==> src/rtl/arm_pkg.sv <==
// Shared architectural constants for the integer register file path.
// Latency: n/a (constants only).
// Backpressure: n/a.
package arm_pkg;
    localparam int WORD       = 64;
    localparam int REG_ADDR_W = 5;
    // Register 31 reads as zero, so writes to it are architecturally dead.
    localparam logic [REG_ADDR_W-1:0] XZR = 5'd31;
endpackage

==> src/rtl/writeback_queue_if.sv <==
// Enqueue, drain, lookup and status bundle of the writeback queue.
// Latency: n/a (wiring only).
// Backpressure: enq_ready from the queue gates enq_valid; stall holds the drain.
interface writeback_queue_if #(
    parameter int WORD  = arm_pkg::WORD,
    parameter int DEPTH = 4
);
    localparam int RW = arm_pkg::REG_ADDR_W;
    localparam int CW = $clog2(DEPTH) + 1;

    logic            enq_valid;
    logic            enq_ready;
    logic [RW-1:0]   enq_register;
    logic [WORD-1:0] enq_data;
    logic            stall;
    logic            flush;
    logic [RW-1:0]   write_register;
    logic [WORD-1:0] write_data;
    logic            reg_write;
    logic [RW-1:0]   lookup_register;
    logic            lookup_hit;
    logic [WORD-1:0] lookup_data;
    logic [CW-1:0]   count;
    logic            empty;

    modport master (
        output enq_valid, enq_register, enq_data, stall, flush, lookup_register,
        input  enq_ready, write_register, write_data, reg_write,
        input  lookup_hit, lookup_data, count, empty
    );

    modport slave (
        input  enq_valid, enq_register, enq_data, stall, flush, lookup_register,
        output enq_ready, write_register, write_data, reg_write,
        output lookup_hit, lookup_data, count, empty
    );
endinterface

==> src/rtl/wbq_storage.sv <==
// Entry array of the writeback queue plus the youngest-match register search.
// Latency: write lands at the clock edge; head read and search are combinational.
// Backpressure: none here; the parent only writes when a slot is free.
module wbq_storage
    import arm_pkg::REG_ADDR_W;
#(
    parameter int WORD  = 64,
    parameter int DEPTH = 4,
    localparam int PW   = $clog2(DEPTH),
    localparam int CW   = PW + 1
) (
    input  logic                  clk,
    input  logic                  rst_n,
    input  logic                  i_wr_en,
    input  logic [PW-1:0]         i_wr_ptr,
    input  logic [REG_ADDR_W-1:0] i_wr_reg,
    input  logic [WORD-1:0]       i_wr_data,
    input  logic [PW-1:0]         i_rd_ptr,
    input  logic [CW-1:0]         i_count,
    input  logic [REG_ADDR_W-1:0] i_lookup_reg,
    output logic [REG_ADDR_W-1:0] o_head_reg,
    output logic [WORD-1:0]       o_head_data,
    output logic                  o_hit,
    output logic [WORD-1:0]       o_hit_data
);
    logic [REG_ADDR_W-1:0] r_reg  [DEPTH];
    logic [WORD-1:0]       r_data [DEPTH];
    logic [PW-1:0]         w_slot;

    // Store an accepted entry at the tail slot.
    always_ff @(posedge clk or negedge rst_n) begin
        if (!rst_n) begin
            for (int i = 0; i < DEPTH; i++) begin
                r_reg[i]  <= '0;
                r_data[i] <= '0;
            end
        end else if (i_wr_en) begin
            r_reg[i_wr_ptr]  <= i_wr_reg;
            r_data[i_wr_ptr] <= i_wr_data;
        end
    end

    assign o_head_reg  = r_reg[i_rd_ptr];
    assign o_head_data = r_data[i_rd_ptr];

    // Walk live entries oldest to youngest so the last match (youngest) wins.
    always_comb begin
        o_hit      = 1'b0;
        o_hit_data = '0;
        w_slot     = '0;
        for (int i = 0; i < DEPTH; i++) begin
            w_slot = i_rd_ptr + PW'(i);
            if ((CW'(i) < i_count) && (r_reg[w_slot] == i_lookup_reg)) begin
                o_hit      = 1'b1;
                o_hit_data = r_data[w_slot];
            end
        end
    end
endmodule

==> src/rtl/writeback_queue.sv <==
// Pending register-write queue draining into a registered regfile write port, with forwarding lookup.
// Latency: entry accepted into an empty queue at edge N is driven with reg_write=1 after edge N+1.
// Backpressure: enq_ready drops when full (a same-cycle drain does not free a slot); stall holds the drain.
module writeback_queue
    import arm_pkg::REG_ADDR_W;
    import arm_pkg::XZR;
#(
    parameter int WORD  = arm_pkg::WORD,
    parameter int DEPTH = 4
) (
    input  logic             clk,
    input  logic             rst_n,
    writeback_queue_if.slave bus
);
    localparam int PW = $clog2(DEPTH);
    localparam int CW = PW + 1;

    logic [PW-1:0]         r_wr_ptr;
    logic [PW-1:0]         r_rd_ptr;
    logic [CW-1:0]         r_count;
    logic                  r_reg_write;
    logic [REG_ADDR_W-1:0] r_write_register;
    logic [WORD-1:0]       r_write_data;

    logic                  w_full;
    logic                  w_empty;
    logic                  w_accept;
    logic                  w_store;
    logic                  w_pop;
    logic [REG_ADDR_W-1:0] w_head_reg;
    logic [WORD-1:0]       w_head_data;
    logic                  w_q_hit;
    logic [WORD-1:0]       w_q_data;
    logic                  w_hit;
    logic [WORD-1:0]       w_hit_data;

    assign w_full   = (r_count == CW'(DEPTH));
    assign w_empty  = (r_count == '0);
    assign w_accept = bus.enq_valid && !w_full && !bus.flush;
    // XZR writes are consumed but never occupy a slot.
    assign w_store  = w_accept && (bus.enq_register != XZR);
    assign w_pop    = !w_empty && !bus.stall && !bus.flush;

    wbq_storage #(
        .WORD  (WORD),
        .DEPTH (DEPTH)
    ) u_storage (
        .clk          (clk),
        .rst_n        (rst_n),
        .i_wr_en      (w_store),
        .i_wr_ptr     (r_wr_ptr),
        .i_wr_reg     (bus.enq_register),
        .i_wr_data    (bus.enq_data),
        .i_rd_ptr     (r_rd_ptr),
        .i_count      (r_count),
        .i_lookup_reg (bus.lookup_register),
        .o_head_reg   (w_head_reg),
        .o_head_data  (w_head_data),
        .o_hit        (w_q_hit),
        .o_hit_data   (w_q_data)
    );

    // Pointer and occupancy tracking; flush empties the queue ahead of any accept or pop.
    always_ff @(posedge clk or negedge rst_n) begin
        if (!rst_n) begin
            r_wr_ptr <= '0;
            r_rd_ptr <= '0;
            r_count  <= '0;
        end else if (bus.flush) begin
            r_rd_ptr <= r_wr_ptr;
            r_count  <= '0;
        end else begin
            if (w_store) r_wr_ptr <= r_wr_ptr + PW'(1);
            if (w_pop)   r_rd_ptr <= r_rd_ptr + PW'(1);
            case ({w_store, w_pop})
                2'b10:   r_count <= r_count + CW'(1);
                2'b01:   r_count <= r_count - CW'(1);
                default: r_count <= r_count;
            endcase
        end
    end

    // Output stage: one-cycle write pulse per popped entry, address/data hold otherwise.
    always_ff @(posedge clk or negedge rst_n) begin
        if (!rst_n) begin
            r_reg_write      <= 1'b0;
            r_write_register <= '0;
            r_write_data     <= '0;
        end else if (w_pop) begin
            r_reg_write      <= 1'b1;
            r_write_register <= w_head_reg;
            r_write_data     <= w_head_data;
        end else begin
            r_reg_write      <= 1'b0;
        end
    end

    // Forwarding: queued entries beat the in-flight output stage; XZR never hits.
    always_comb begin
        w_hit      = 1'b0;
        w_hit_data = '0;
        if (bus.lookup_register != XZR) begin
            if (w_q_hit) begin
                w_hit      = 1'b1;
                w_hit_data = w_q_data;
            end else if (r_reg_write && (r_write_register == bus.lookup_register)) begin
                w_hit      = 1'b1;
                w_hit_data = r_write_data;
            end
        end
    end

    assign bus.enq_ready      = !w_full;
    assign bus.count          = r_count;
    assign bus.empty          = w_empty;
    assign bus.reg_write      = r_reg_write;
    assign bus.write_register = r_write_register;
    assign bus.write_data     = r_write_data;
    assign bus.lookup_hit     = w_hit;
    assign bus.lookup_data    = w_hit_data;
endmodule

==> src/flat_wrapper.sv <==
// flat-port wrapper written by rule: the top's interface ports become plain ports
module writeback_queue_flat import arm_pkg::REG_ADDR_W; import arm_pkg::XZR;
#(
    parameter int WORD  = arm_pkg::WORD,
    parameter int DEPTH = 4
)
  (clk, rst_n, bus_enq_valid, bus_enq_register, bus_enq_data, bus_stall, bus_flush, bus_lookup_register, bus_enq_ready, bus_write_register, bus_write_data, bus_reg_write, bus_lookup_hit, bus_lookup_data, bus_count, bus_empty);
  writeback_queue_if #(.WORD(WORD), .DEPTH(DEPTH)) bus_i ();
  input  logic clk;
  input  logic rst_n;
  input wire logic [$bits(bus_i.enq_valid)-1:0] bus_enq_valid;
  input wire logic [$bits(bus_i.enq_register)-1:0] bus_enq_register;
  input wire logic [$bits(bus_i.enq_data)-1:0] bus_enq_data;
  input wire logic [$bits(bus_i.stall)-1:0] bus_stall;
  input wire logic [$bits(bus_i.flush)-1:0] bus_flush;
  input wire logic [$bits(bus_i.lookup_register)-1:0] bus_lookup_register;
  output wire logic [$bits(bus_i.enq_ready)-1:0] bus_enq_ready;
  output wire logic [$bits(bus_i.write_register)-1:0] bus_write_register;
  output wire logic [$bits(bus_i.write_data)-1:0] bus_write_data;
  output wire logic [$bits(bus_i.reg_write)-1:0] bus_reg_write;
  output wire logic [$bits(bus_i.lookup_hit)-1:0] bus_lookup_hit;
  output wire logic [$bits(bus_i.lookup_data)-1:0] bus_lookup_data;
  output wire logic [$bits(bus_i.count)-1:0] bus_count;
  output wire logic [$bits(bus_i.empty)-1:0] bus_empty;
  assign bus_i.enq_valid = bus_enq_valid;
  assign bus_i.enq_register = bus_enq_register;
  assign bus_i.enq_data = bus_enq_data;
  assign bus_i.stall = bus_stall;
  assign bus_i.flush = bus_flush;
  assign bus_i.lookup_register = bus_lookup_register;
  assign bus_enq_ready = bus_i.enq_ready;
  assign bus_write_register = bus_i.write_register;
  assign bus_write_data = bus_i.write_data;
  assign bus_reg_write = bus_i.reg_write;
  assign bus_lookup_hit = bus_i.lookup_hit;
  assign bus_lookup_data = bus_i.lookup_data;
  assign bus_count = bus_i.count;
  assign bus_empty = bus_i.empty;
  writeback_queue #(.WORD(WORD), .DEPTH(DEPTH)) u_core (.clk(clk), .rst_n(rst_n), .bus(bus_i));
endmodule
==> config.mk <==
export PLATFORM = sky130hd
export DESIGN_NAME = writeback_queue_flat
export DESIGN_NICKNAME = d
export VERILOG_FILES = /design/src/rtl/arm_pkg.sv /design/src/rtl/writeback_queue_if.sv /design/src/rtl/wbq_storage.sv /design/src/rtl/writeback_queue.sv /design/src/flat_wrapper.sv
export SDC_FILE = /design/constraint.sdc
export NUM_CORES = 1
export LEC_CHECK = 0
export CORE_ASPECT_RATIO = 0.75
export CORE_MARGIN = 1
export CORE_UTILIZATION = 35
export CTS_CLUSTER_DIAMETER = 30
export DETAILED_ROUTE_END_ITERATION = 12
export PLACE_DENSITY_LB_ADDON = 0.08
export SLEW_MARGIN = 20
export SYNTH_ARGS = -nofsm -noshare
export SYNTH_HDL_FRONTEND = slang
export SYNTH_SLANG_ARGS = --single-unit
==> constraint.sdc <==
create_clock -name clk -period 3 [get_ports clk]
set_clock_uncertainty 0.15 [all_clocks]
set_input_delay 0.45 -clock clk [delete_from_list [all_inputs] [get_ports clk]]
set_output_delay 0.45 -clock clk [all_outputs]
set_load 0.05 [all_outputs]
==> run metrics, run 1 <==
status=finished, violations left; failing checks=negative setup slack; die width=291 um; Seq/Total Area, Yosys=0.404; first-pass GRT wire length=109 mm; Reg clk slew, reported paths=0.04 ns; DRC Markers=0; Peak VDD IR=0.000860 V; Max clock buf depth=3; Lkg Pwr=13.0 nW; crit start category=flip-flop; ys async rst share=1.00; clk sink count=353; Yosys warning total=0; drt first pass iters=7; syn_nets=2197; critical path type=reg2out; Initial Util=0.358; CTS buffer count=88; root buf cell=clkbuf_16; synth top area cells=dfrtp_1, mux2_2, mux2i_1, nand2_1, o21ai_0; overall power=0.0379 W; Routed Antenna Nets=0; top-count cell post-synth=mux2_2; WP data arrival=3.65 ns; Adder-Cell Fraction of Synth Area=0.00504; Overflow after GRT=0; Post-synth EDFFs=0; WL/cell=21.3 um; gp weighted congestion=0.815; fmax=235 MHz; Max Cap Viol=0; number of port buffers=218; setup violators final=65; post-route cell area=31300 sq um; largest net degree at the start of global routing=137; post-synthesis instance total=2110; max-slew violation count=0; die height=218 um; crit path max fanout=9; worst reg2reg path depth=6; Total GRT Usage=0.222; Final min period=4.25 ns; total wire length=71.2 mm; worst slew pin tran=0.850 ns; pwr dens=1210 nW/um^2; largest family of logic cells by synthesized area=multiplexers; post-synthesis simple-gate area fraction=0.0673; TritonCTS clock tree=done; Ports=219; DP HPWL=46.2 mm; Cell Rows=78; number of flip-flops in the largest register=256; synthesis-stage register bit count=353; multiplexer area fraction after synthesis=0.316; Synth Area in Compound Gates=0.156; full die area=63400 sq um; area delta synth->final=43.4%; Post-Synth XOR/XNOR Area=0.0128; clk_lat worst skew=0.62 ns; Via-to-Cell Ratio=5.43; via count=18100; HP Class=in2async; Slew HR=0.433; vias in the first global route=18400; nets=2543; H-tree level count=3; library cells used by synthesis=47; setup ws final=-1.25 ns; Top FF cell, synth=dfrtp_1; total core area=61100 sq um; Syn Std Cell Area=21900 sq um; Post-Syn Area per Cell=10.4 sq um; worst path required time=2.40 ns; Period Utilization, post-route=1.42; commonest cells in the netlist=mux2_2, dfrtp_1, nand2_1; DRT iter0 DRCs=1154; share of layout cells above drive strength 1=0.406; setup TNS=-77.74 ns; Crit. End Element=output port; endpoints failing hold=0; Yosys top cell by area=dfrtp_1; initial antenna violation count=8; RSZ-0062 raised after global routing=true; instance area after placement=27400 sq um; Yosys top cell area share=0.404
through the flow:
stage / hold WS, ns / util / setup WS (ns) / instances
floorplan: 0.00441 / - / -0.335 / 2110
global placement: 0.266 / 0.448 / -0.749 / 3136
detailed placement: 0.265 / 0.448 / -0.763 / 3136
CTS: 0.207 / 0.507 / -1.27 / 3314
global route: 0.243 / 0.513 / -1.35 / 3332
finish: 0.218 / 0.513 / -1.25 / 3335
cell families (layout without fill, tap and decap cells):
family                   count (synthesis)  after routing
AO/OA/AOI/OAI                          527            527
buffers and inverters                  193            613
flip-flops                             353            353
adder cells (fa/ha/maj)                  9              9
multiplexers                           621            621
other                                    0              5
XOR/XNOR                                32             32
AND/OR/NAND/NOR                        375            375
path summary, 6_finish.rpt:
path                                                 from                      endpoint  slack [ns]
worst max-delay path                   u_core.r_rd_ptr[1]            bus_lookup_data[1]       -1.25
worst min-delay path                                rst_n    u_core.u_storage.r_reg[12]        0.22
worst max register to register         u_core.r_rd_ptr[1]     u_core.bus.write_data[32]        0.25
worst min register to register  u_core.bus.write_data[33]     u_core.bus.write_data[33]        0.36
max in group asynchronous                           rst_n  u_core.u_storage.r_data[108]        1.55
min in group clk                u_core.bus.write_data[33]     u_core.bus.write_data[33]        0.36
power breakdown:
part	internal, W	switching (W)	total, W	leakage [nW]
registers	0.00715	0.00190	0.00905	4.29
logic	0.00884	0.0101	0.0189	7.17
clock network	0.00678	0.00308	0.00986	1.52
cell type report:
cell class | instances | area, sq um
Fill cell | 5379 | 29800
Multi-Input combinational cell | 1564 | 13000
Sequential cell | 353 | 8840
Timing Repair Buffer | 441 | 5310
Clock buffer | 108 | 2430
Tap cell | 800 | 1000
Clock inverter | 56 | 693
Inverter | 8 | 30.0
Antenna cell | 5 | 12.5
worst max-delay path, stage by stage, from the launching register on:
cell	delay [ns]
dfrtp_4	0.49
buf_12	0.14
mux4_2	0.56
xnor2_2	0.19
o31ai_4	0.09
nor4_4	0.05
buf_4	0.16
or4_4	0.54
buf_12	0.19
buf_16	0.18
o22ai_2	0.11
a31o_4	0.16
buf_12	0.14
what timing repair did:
| item | in CTS | in global routing |
|---|---|---|
| cloned | 2 | 3 |
| hold buffers | 1 | 0 |
| buffers inserted | 12 | 14 |
| pin swaps | 4 | 0 |
| hold endpoints to repair | 45 | 0 |
| gates resized for setup | 64 | 23 |
| endpoints found under the setup margin | 66 | 76 |
routing by layer:
layer,global-route usage,vias to the layer above,share of wire
li1,-,8465,-
met1,0.298,9069,0.46
met2,0.354,451,0.46
met3,0.0474,124,0.056
met4,0.0767,6,0.025
met5,0,-,0.00058
cell usage in the layout, fill, tap and decap left out, types with 7 or more instances in the layout:
cell type / netlist / routed
o22ai_2: 50 / 49
o22ai_1: 76 / 63
buf_4: 2 / 154
clkbuf_8: 0 / 11
a21oi_1: 133 / 131
clkbuf_1: 94 / 7
ha_1: 8 / 8
a31o_2: 3 / 12
buf_8: 5 / 11
clkdlybuf4s50_1: 0 / 150
buf_12: 0 / 106
mux2i_1: 202 / 202
mux2_2: 405 / 405
nor2_1: 72 / 69
o22ai_4: 0 / 14
xnor2_1: 17 / 12
clkinv_2: 0 / 20
xor2_1: 15 / 14
clkbuf_16: 0 / 93
nand2_1: 282 / 276
mux4_2: 14 / 14
bufinv_16: 0 / 12
clkinvlp_4: 0 / 9
a31o_4: 0 / 51
buf_6: 5 / 8
o21ai_0: 196 / 195
dfrtp_1: 353 / 349
Power figures use the tool's default switching activity.
==> run 2, diff against run 1 <==
PLACE_DENSITY_LB_ADDON = not set   (was 0.08)
==> run metrics, run 2 (same netlist as run 1, synthesis figures left out) <==
Period Utilization, post-route=1.39 (-0.0251); nets=2481 (-2.4%); largest net degree at the start of global routing=208 (+52%); HP Class=in2async; Via-to-Cell Ratio=5.59 (+2.8%); total wire length=71.4 mm (+0.25%); Cell Rows=78 (unchanged); Crit. End Element=output port; worst slew pin tran=1.12 ns (+0.273 ns); final hold slack=0.280 ns (+0.0619 ns); initial antenna violation count=7 (-1); FF-to-FF Start=u_core.r_rd_ptr[1]; max-slew violation count=0 (unchanged); clk_lat worst skew=0.62 ns (about the same); CTS buffer count=87 (-1.1%); Max Cap Viol=0 (unchanged); Bufs and invs on worst path=6 (+1); total core area=61100 sq um (unchanged); Routed Antenna Nets=0 (unchanged); full die area=63400 sq um (unchanged); most frequent cells in the layout=mux2_2, dfrtp_1, nand2_1; Overflow after GRT=0 (unchanged); via count=18300 (+0.82%); RR Endpoint=u_core.bus.write_data[53]; gp weighted congestion=0.821 (+0.65%); filler instances=5345 (-0.63%); crit start category=flip-flop; commonest non-fill, non-tap cell in the layout=mux2_2; crit-path max cell delay=0.49 ns (-0.07 ns); vias in the first global route=18600 (+1.5%); DP HPWL=43.4 mm (-6.1%); drt first pass iters=5 (-2); Final min period=4.17 ns (-0.0754 ns); dpl cells=3083 (-1.7%); worst path cell trace=buf_12 -> buf_12 -> mux2i_2 -> xor2_1 -> nand3_1 -> a2111oi_4 -> nor3_2 -> nor3_4 -> buf_6 -> buf_6 -> buf_12 -> a31o_2 -> buf_6; setup slack, reg-to-reg=0.23 ns (-0.02 ns); Lkg Pwr=12.5 nW (-3.4%); TritonCTS clock tree=done; slowest stage cell, crit path=dfrtp_4; area delta synth->final=38.7%; WL/cell=21.8 um (+2.2%); crit path max fanout=8 (-1); failing checks=negative setup slack; Critical Path Start=u_core.r_rd_ptr[1]; Reg clk slew, reported paths=0.05 ns (about the same); clk sink count=353 (unchanged); setup ws final=-1.17 ns (+0.0754 ns); root buf cell=clkbuf_16; Total GRT Usage=0.216 (-0.00531); worst reg2reg path depth=7 (+1); Peak VDD IR=0.00101 V (+17%); share of layout cells above drive strength 1=0.395 (-0.0103); Max clock buf depth=3 (unchanged); worst path required time=2.40 ns (about the same); critical path type=reg2out; Crit path max-delay family=buffers and inverters; die height=218 um (unchanged); Ports=219 (unchanged); DRT iter0 DRCs=1158 (+0.35%); Initial Util=0.358 (unchanged); Crit path depth=13 (+1); number of flip-flops in the largest register=256 (unchanged); setup violators final=65 (unchanged); die width=291 um (unchanged); number of port buffers=218 (unchanged); endpoints failing hold=0 (unchanged); DRC Markers=0 (unchanged); WP data arrival=3.57 ns (-0.08 ns); fmax=240 MHz (+1.8%); pwr dens=1240 nW/um^2 (+2.2%); status=finished, violations left; H-tree level count=3 (unchanged); RSZ-0062 raised after global routing=true; post-place setup slack=-0.693 ns (+0.0693 ns); Post-Layout Cell Count=3270 (-1.9%); Slew HR=0.251 (-0.182); first-pass GRT wire length=108 mm (-1.4%)
run 2: changes by cell type in the layout (fill, tap and decap cells not counted), moves of 10 or more:
cell / delta
buf_8: +32
o22ai_4: -14
buf_4: -44
o21ai_2: +13
o21ai_0: -54
buf_12: -64
o22ai_2: +10
buf_6: +15
o21ai_1: +41
run 2: layout make-up:
| cell class | count | area, sq um | area share |
|---|---|---|---|
| Tap cell | 800 | 1000 | 0.0330 |
| Sequential cell | 353 | 8840 | 0.292 |
| Inverter | 8 | 30.0 | 0.000991 |
| Clock buffer | 106 | 2340 | 0.0771 |
| Clock inverter | 56 | 773 | 0.0255 |
| Multi-Input combinational cell | 1564 | 13000 | 0.428 |
| Timing Repair Buffer | 380 | 4340 | 0.143 |
| Antenna cell | 3 | 7.51 | 0.000248 |
run 2: routing by layer:
layer	global-route usage	up-vias	part of all wire
li1	-	8328	-
met1	0.284	9170	0.44
met2	0.353	627	0.47
met3	0.0458	130	0.060
met4	0.0783	8	0.023
met5	0	-	0.00069
run 2: how the worst max path moves through the flow:
stage,slack [ns],to
floorplan,-0.34,bus_lookup_data[62]
global placement,-0.66,bus_lookup_data[5]
detailed placement,-0.69,bus_lookup_data[30]
CTS,-1.18,bus_lookup_data[51]
global route,-1.33,bus_lookup_data[24]
finish,-1.17,bus_lookup_data[36]
run 2: report_power, final:
part | internal (W) | leakage [nW] | total, W | switching, W
clock network | 0.00684 | 1.51 | 0.00992 | 0.00307
registers | 0.00715 | 4.29 | 0.00913 | 0.00198
logic | 0.00843 | 6.74 | 0.0184 | 0.00998
run 2: what timing repair did:
| action | 4_1_cts | 5_1_grt |
|---|---|---|
| resized for setup | 114 | 115 |
| hold endpoints to repair | 65 | 0 |
| setup buffers | 9 | 4 |
| pin swaps | 3 | 7 |
| hold buffers | 1 | 0 |
| cloned | 2 | 6 |
| endpoints found under the setup margin | 66 | 65 |
run 2: metrics by stage:
step                      power, W  area [sq um]  TNS, ns  utilization
after detailed placement    0.0265         26100   -42.04        0.427
final                       0.0375         30300   -73.00        0.496
after CTS                   0.0371         29700   -72.64        0.486
after floorplan             0.0211         22300   -22.97            -
after global routing        0.0395         30300   -82.15        0.496
after global placement      0.0259         26100   -39.15        0.427
